==> src/rtl/deck_builder.sv <==
// Writes a 52-card deck into card RAM as a singly linked list and reports its head.
// Define DECK_BUILDER_VERIFY_EN to add a read-back pass that flags mismatches on `error`.
module deck_builder #(
  parameter logic [9:0] BASE_ADDR = 10'd1
) (
  input  logic        clock,
  input  logic        reset,
  input  logic        start,
  input  logic [31:0] ram_q,
  output logic [9:0]  ram_address,
  output logic [31:0] ram_data,
  output logic        ram_wren,
  output logic        busy,
  output logic        done,
  output logic [9:0]  head_addr,
  output logic [5:0]  card_count,
  output logic        error
);

  localparam logic [9:0] LAST_ADDR = BASE_ADDR + 10'd51;

  typedef enum logic [2:0] {
    S_IDLE,
    S_WRITE,
    S_VERIFY,
    S_VFINAL,
    S_DONE
  } state_t;

  state_t      state_q, state_d;
  logic [9:0]  ram_address_q, ram_address_d;
  logic [31:0] ram_data_q, ram_data_d;
  logic        ram_wren_q, ram_wren_d;
  logic        busy_q, busy_d;
  logic        done_q, done_d;
  logic [9:0]  head_addr_q, head_addr_d;
  logic [5:0]  card_count_q, card_count_d;

  logic [1:0]  cur_suit, nxt_suit;
  logic [3:0]  cur_value, nxt_value;
  logic [9:0]  nxt_addr;

  function automatic logic [31:0] card_word(input logic [1:0] suit,
                                            input logic [3:0] value,
                                            input logic [9:0] addr);
    logic [9:0] next_ptr;
    next_ptr = (addr == LAST_ADDR) ? 10'd0 : addr + 10'd1;
    return {16'd0, suit, value, next_ptr};
  endfunction

  // The word currently on ram_data doubles as the suit/value counter state.
  assign cur_suit  = ram_data_q[15:14];
  assign cur_value = ram_data_q[13:10];

  always_comb begin
    // NOTE: every signal driven here gets a default first, so no path can infer a latch.
    nxt_addr  = ram_address_q + 10'd1;
    nxt_suit  = cur_suit;
    nxt_value = cur_value + 4'd1;
    if (cur_value == 4'd13) begin
      nxt_value = 4'd1;
      nxt_suit  = cur_suit + 2'd1;
    end
  end

  always_comb begin
    state_d       = state_q;
    ram_address_d = ram_address_q;
    ram_data_d    = ram_data_q;
    ram_wren_d    = 1'b0;
    busy_d        = busy_q;
    done_d        = 1'b0;
    head_addr_d   = head_addr_q;
    card_count_d  = card_count_q;

    case (state_q)
      S_IDLE: begin
        if (start) begin
          state_d       = S_WRITE;
          ram_address_d = BASE_ADDR;
          ram_data_d    = card_word(2'd0, 4'd1, BASE_ADDR);
          ram_wren_d    = 1'b1;
          busy_d        = 1'b1;
          head_addr_d   = 10'd0;
          card_count_d  = 6'd0;
        end
      end
      S_WRITE: begin
        card_count_d = card_count_q + 6'd1;
        if (ram_address_q == LAST_ADDR) begin
`ifdef DECK_BUILDER_VERIFY_EN
          state_d       = S_VERIFY;
          ram_address_d = BASE_ADDR;
          ram_data_d    = card_word(2'd0, 4'd1, BASE_ADDR);
`else
          state_d     = S_DONE;
          busy_d      = 1'b0;
          done_d      = 1'b1;
          head_addr_d = BASE_ADDR;
`endif
        end else begin
          ram_address_d = nxt_addr;
          ram_data_d    = card_word(nxt_suit, nxt_value, nxt_addr);
          ram_wren_d    = 1'b1;
        end
      end
`ifdef DECK_BUILDER_VERIFY_EN
      S_VERIFY: begin
        if (ram_address_q == LAST_ADDR) begin
          state_d = S_VFINAL;
        end else begin
          ram_address_d = nxt_addr;
          ram_data_d    = card_word(nxt_suit, nxt_value, nxt_addr);
        end
      end
      // One extra cycle to compare the read data of the last card.
      S_VFINAL: begin
        state_d     = S_DONE;
        busy_d      = 1'b0;
        done_d      = 1'b1;
        head_addr_d = BASE_ADDR;
      end
`endif
      S_DONE:  state_d = S_IDLE;
      default: state_d = S_IDLE;
    endcase
  end

  // NOTE: sequential state uses non-blocking assignments so all flops update together.
  always_ff @(posedge clock or posedge reset) begin
    if (reset) begin
      state_q       <= S_IDLE;
      ram_address_q <= 10'd0;
      ram_data_q    <= 32'd0;
      ram_wren_q    <= 1'b0;
      busy_q        <= 1'b0;
      done_q        <= 1'b0;
      head_addr_q   <= 10'd0;
      card_count_q  <= 6'd0;
    end else begin
      state_q       <= state_d;
      ram_address_q <= ram_address_d;
      ram_data_q    <= ram_data_d;
      ram_wren_q    <= ram_wren_d;
      busy_q        <= busy_d;
      done_q        <= done_d;
      head_addr_q   <= head_addr_d;
      card_count_q  <= card_count_d;
    end
  end

`ifdef DECK_BUILDER_VERIFY_EN
  // ram_data_q holds the expected word for the address being read; delay it to meet ram_q.
  logic [31:0] exp_q, exp_d;
  logic        cmp_valid_q, cmp_valid_d;
  logic        error_q, error_d;

  always_comb begin
    exp_d       = ram_data_q;
    cmp_valid_d = (state_q == S_VERIFY);
    error_d     = error_q;
    if (state_q == S_IDLE && start) begin
      error_d = 1'b0;
    end else if (cmp_valid_q && (ram_q != exp_q)) begin
      error_d = 1'b1;
    end
  end

  always_ff @(posedge clock or posedge reset) begin
    if (reset) begin
      exp_q       <= 32'd0;
      cmp_valid_q <= 1'b0;
      error_q     <= 1'b0;
    end else begin
      exp_q       <= exp_d;
      cmp_valid_q <= cmp_valid_d;
      error_q     <= error_d;
    end
  end

  assign error = error_q;
`else
  logic unused_ram_q;
  assign unused_ram_q = ^ram_q;
  assign error        = 1'b0;
`endif

  assign ram_address = ram_address_q;
  assign ram_data    = ram_data_q;
  assign ram_wren    = ram_wren_q;
  assign busy        = busy_q;
  assign done        = done_q;
  assign head_addr   = head_addr_q;
  assign card_count  = card_count_q;

endmodule

==> config.mk <==
export PLATFORM = sky130hd
export DESIGN_NAME = deck_builder
export DESIGN_NICKNAME = d
export VERILOG_FILES = /design/src/rtl/deck_builder.sv
export SDC_FILE = /design/constraint.sdc
export NUM_CORES = 1
export LEC_CHECK = 0
export ABC_AREA = 1
export BUFFER_PORTS_ARGS = -buffer_cell sky130_fd_sc_hd__buf_2
export CELL_PAD_IN_SITES_DETAIL_PLACEMENT = 1
export CELL_PAD_IN_SITES_GLOBAL_PLACEMENT = 1
export CORE_UTILIZATION = 34
export CTS_BUF_LIST = sky130_fd_sc_hd__clkbuf_8
export CTS_CLUSTER_DIAMETER = 100
export DETAILED_ROUTE_END_ITERATION = 10
export PLACE_DENSITY_LB_ADDON = 0.3
export SETUP_SLACK_MARGIN = 0.4
export SYNTH_ARGS = -nofsm -noshare
export SYNTH_HDL_FRONTEND = slang
export SYNTH_SLANG_ARGS = --single-unit
==> constraint.sdc <==
create_clock -name clock -period 2.1 [get_ports clock]
set_input_delay 0.315 -clock clock [delete_from_list [all_inputs] [get_ports clock]]
set_output_delay 0.315 -clock clock [all_outputs]
set_load 0.02 [all_outputs]
== Yosys cells after proc, flatten, opt, wreduce, memory -nomap -nowiden ==
Index checks and enable logic that the tools add are counted.
Cells by class
  reduce and logical (&&, ||, !) cells: 7
  equal/unequal tests: 8
  $add $sub $neg: 5
  mux-type cells: 25
Operator list (count)
  $mux 32: 2
  $pmux 32 s2: 1
  $mux 10: 5
  $pmux 10 s2: 2
  $add 10x1->10 const B: 2
  $eq 10x6->1 const B: 2
  $pmux 6 s2: 1
  $ne 2x2->1 const B: 4
  $add 6x1->6 const B: 1
  $mux 1: 6
  $mux 3: 2
  $mux 6: 1
  $pmux 3 s2: 1
  $reduce_and 3->1: 2
  $add 4x1->4 const B: 1
  $eq 4x4->1 const B: 1
  $mux 4: 1
  $pmux 1 s2: 2
  $reduce_and 2->1: 2
  $reduce_and 4->1: 1
  $eq 3x1->1 const B: 1
  $logic_not 3->1: 1
  $add 2x1->2 const B: 1
  $mux 2: 1
  $reduce_bool 2->1: 1
Word-level totals
  register bits: 64
  logic and storage cells: 54

== Longest topological paths before layout ==
  depth in word-level cells: 5
  gate-level depth with buffers: 12
  depth with buffers taken out: 12

== Worst setup path after synthesis ==
Ideal clock, no wire load.
  kind: flip-flop to flip-flop
  start: register ram_address_q[0] (netlist: ram_address[0])
  end: register ram_data_q[9] (netlist: ram_data[9])
  setup slack: 0.210 ns
  period minus slack after synthesis: 1.890 ns
  arrival time: 1.771 ns
  library setup time: 0.119 ns
  buffers on the path: 0
  cell stages (with the launch flop): 12
  required time: 1.981 ns
  cell sequence: dfrtp_1 -> inv_1 -> ha_1 -> inv_1 -> nor2_1 -> nand3_1 -> nor2_1 -> nand3_1 -> nor2_2 -> nand3_1 -> nand3_1 -> nand2_1
Between the ends
  cells in the longest elaborated chain, start to end: 5
Ends and longest elaborated chain
  start: declaration: line 31  | logic [9:0] ram_address_q, ram_address_d;
  start signal: assignment: line 142  | ram_address_q <= ram_address_d;
  $add 10x1->10: line 57  | nxt_addr = ram_address_q + 10'd1;
  $add 10x1->10 / $eq 10x6->1 (equally long branches): line 47  | next_ptr = (addr == LAST_ADDR) ? 10'd0 : addr + 10'd1;
  $mux 10: line 47
  $mux 32: line 90  | if (ram_address_q == LAST_ADDR) begin
  $pmux 32 s2: line 76  | case (state_q)
  end signal: assignment: line 143  | ram_data_q <= ram_data_d;
  end: declaration: line 32  | logic [31:0] ram_data_q, ram_data_d;
Parallel ways exist; a longest one is shown, timed or not. The select of a mux whose other input is x is not followed.
A chain may end at the register's enable or synchronous reset.

== Worst setup path after layout ==
  start: register ram_address_q[1] (netlist: ram_address[1])
  end: register ram_data_q[9] (netlist: ram_data[9])
Same word-level chain as after synthesis.

==> summary.md <==
| Metric | Value |
|---|---|
| WP buf/inv | `2` |
| CTS root buffer | `clkbuf_8` |
| # DRC | `0` |
| Vias in the first global route | `1867` |
| Total Wirelength | `5.54 mm` |
| Hpwl dp | `3.87 mm` |
| Starting density of the core | `36.2%` |
| Total track usage | `17.8%` |
| Final WS setup | `0.359 ns` |
| Avg Inst Size Synth | `8.05 µm²` |
| Highest-delay cell along the critical path | `dfrtp_2` |
| IO Pins | `97` |
| Worst Tran Pin Value | `0.503 ns` |
| Delay-heaviest family, CP | `simple AND/OR/NAND/NOR gates` |
| Synth Flop Type | `dfrtp_1` |
| Final hold violations | `0` |
| CP Data Required Time | `2.33 ns` |
| Max frequency | `574 MHz` |
| DRC violation total after the first TritonRoute iteration | `83` |
| Cells after Synth | `274` |
| Max Root-Sink Buffers | `2` |
| Clk_skew | `0.00876 ns` |
| Met2 Use GR | `30.5%` |
| Crit-path max cell delay | `0.41 ns` |
| Die area | `6810 µm²` |
| Critical path class | `register to register` |
| TritonCTS clock tree | `done` |
| Placed inst area | `2430 µm²` |
| Leakage | `1.41 nW` |
| Worst hold margin | `0.131 ns` |
| Sequential cell area fraction in the yosys report | `43.1%` |
| DR vias | `1914` |
| Ant. Diodes | `0` |
| Die width | `82.5 µm` |
| RSZ-0062 raised after global routing | `true` |
| Max Cap Viol | `0` |
| Yosys cell types | `30` |
| Crit share post-route | `82.9%` |
| HP Class | `primary input to async pin` |
| Post-synth EDFFs | `0` |
| Sink Count | `38` |
| Vias per inst | `4.74` |
| Min Tclk post-route | `1.74 ns` |
| Area of the core | `6100 µm²` |
| Slew margin rel. | `66.5%` |
| Worst-path clk slew | `0.08 ns` |
| Number of core rows | `28` |
| GPL Wtd Cong | `0.824` |
| First-pass detailed-route iteration total | `4` |
| Final Max Slew Viols | `0` |
| Asr flop ratio synth | `100%` |
| Final Net Count | `371` |
| Total grt overflow | `0` |
| CTS Buf Count | `5` |
| Synth Register Bits | `38` |
| PwrDens | `542 nW/µm²` |
| Post-layout instance area | `2660 µm²` |
| WL/cell | `13.7 µm` |
| Global Route met3 Usage | `3.63%` |
| First-pass GRT wire length | `9.14 mm` |
| Clk_lat worst skew | `0.30 ns` |
| CP max FO | `5` |
| Critical path, cell by cell | `inv_2 -> ha_4 -> inv_2 -> nor2_4 -> nand3_2 -> nor2_2 -> nand3_2 -> nor2_4 -> nand2_1 -> nand2_1 -> nand3_1 -> nand2_1` |
| M1 GR Usage | `22.9%` |
| Largest net degree at the start of global routing | `39` |
| Endpoint type of the worst setup path | `register` |
| Ys Warns | `0` |
| Most frequent CP cell | `nand2_1` |
| H-tree depth | `2` |
| VDD IR max | `0.000288 V` |
| IO buf count | `38` |
| Post-DRT Antenna Nets | `0` |
| CP Launch Type | `register` |
| Share of cells above drive strength 1 | `29.8%` |
| P&R area growth vs syn | `20.7%` |
| Arr. time, crit path | `1.97 ns` |
| Chip height | `82.5 µm` |
| Dpl ws | `0.239 ns` |
| Status | `finished, final reports clean` |
| Final setup vio count | `0` |
| Setup TNS | `0 ns` |
| Most Crowded Layer GR | `met2` |
| Initial antenna violation count | `0` |
| Post-Syn Area | `2200 µm²` |
[worst paths after layout]
check	startpoint	end	cells past startpoint	slack, ns
worst max-delay path	ram_address[1]	ram_data[9]	12	0.36
worst min-delay path	reset	ram_data[15]	3	0.13
worst max register to register	ram_address[1]	ram_data[9]	12	0.36
worst min register to register	ram_data[9]	ram_data[9]	2	0.47
max in group asynchronous	reset	ram_address[0]	3	1.59
min in group clock	start	busy	3	0.41
[worst register-to-register path: stages, from the launching register on]
cell     delay (ns)
dfrtp_2        0.41
inv_2          0.07
ha_4           0.26
inv_2          0.04
nor2_4         0.09
nand3_2        0.10
nor2_2         0.15
nand3_2        0.14
nor2_4         0.16
nand2_1        0.06
nand2_1        0.06
nand3_1        0.07
nand2_1        0.06
[sequential cells by signal (all words and copies together) (netlist names)]
| register | cells |
|---|---|
| done | 1 |
| head_addr | 1 |
| state_q | 2 |
| busy | 1 |
| card_count | 6 |
| ram_wren | 1 |
| ram_data | 16 |
| ram_address | 10 |
[per-stage QoR]
stage	power, mW	utilization (%)	instances
6_report	1.44	43.6	404
5_1_grt	1.49	43.6	404
4_1_cts	1.45	42.8	399
3_5_place_dp	0.805	39.9	388
3_3_place_gp	0.805	39.9	388
2_1_floorplan	0.834	-	299
[synthesized netlist by cell type, types with 4 or more instances]
cell type / instances / share of area, %
nand2_2: 4 / 1.1
buf_4: 26 / 8.9
o21ai_0: 12 / 2.7
nor2_1: 23 / 3.9
o22ai_1: 9 / 2.6
xor2_1: 4 / 1.6
a21oi_1: 8 / 1.8
ha_1: 7 / 4.0
nand3_1: 22 / 5.0
inv_1: 30 / 5.1
nand2_1: 68 / 12
dfrtp_1: 38 / 43
[cells in the final DEF, fill, tap and decap left out]
| cell type | count |
|---|---|
| ha_1 | 5 |
| o22ai_1 | 9 |
| nand2_1 | 63 |
| o21ai_4 | 1 |
| dfrtp_2 | 3 |
| nand3_2 | 6 |
| clkinv_1 | 1 |
| a21oi_1 | 7 |
| nor2_1 | 18 |
| buf_2 | 38 |
| nand2_2 | 9 |
| conb_1 | 26 |
| inv_4 | 1 |
| o2bb2ai_1 | 1 |
| nand3_1 | 18 |
| clkbuf_8 | 6 |
| nand2_4 | 1 |
| ha_2 | 1 |
| nand4_2 | 1 |
| nand4_1 | 2 |
| a22o_1 | 1 |
| nor2_2 | 4 |
| dfrtp_1 | 35 |
| clkinv_2 | 2 |
| or2_2 | 1 |
| a21oi_2 | 1 |
| inv_2 | 3 |
| nor2_4 | 3 |
| bufinv_16 | 1 |
| xor2_1 | 4 |
| inv_1 | 27 |
| o22ai_2 | 1 |
| o21ai_0 | 12 |
| xnor2_1 | 2 |
| buf_4 | 14 |
| ha_4 | 1 |
[final cells by class]
class / count / area, µm²
Inverter: 34 / 133
Clock buffer: 6 / 82.6
Sequential cell: 38 / 955
Tap cell: 75 / 93.8
Multi-Input combinational cell: 198 / 1070
Timing Repair Buffer: 52 / 295
Fill cell: 780 / 3440
Clock inverter: 1 / 30.0
[what timing repair did]
action                                  CTS  global route
hold buffers                              0             0
setup buffers                             4             5
pin swaps                                 7             5
resized for setup                        11             5
cloned                                    0             0
hold endpoints to repair                  0             0
endpoints found under the setup margin   10            13
[cell families after synthesis]
family / count (synthesis) / synth area share, %
AND/OR/NAND/NOR: 126 / 25.3
buffers and inverters: 63 / 15.9
flip-flops: 38 / 43.1
AO/OA/AOI/OAI: 33 / 9.19
adder cells (fa/ha/maj): 7 / 3.97
XOR/XNOR: 6 / 2.38
other: 1 / 0.170
[routing by layer]
| metal | vias to the layer above | wire length (µm) |
|---|---|---|
| li1 | 926 | - |
| met3 | 6 | 182 |
| met5 | - | 0 |
| met2 | 43 | 2730 |
| met1 | 939 | 2570 |
| met4 | 0 | 56 |
[where the power goes]
part	switching, mW	internal (mW)
clock	0.272	0.380
combinational	0.0564	0.00268
sequential	0	0.731
total	0.329	1.11
Note: power is estimated with default switching activity, not from simulation.
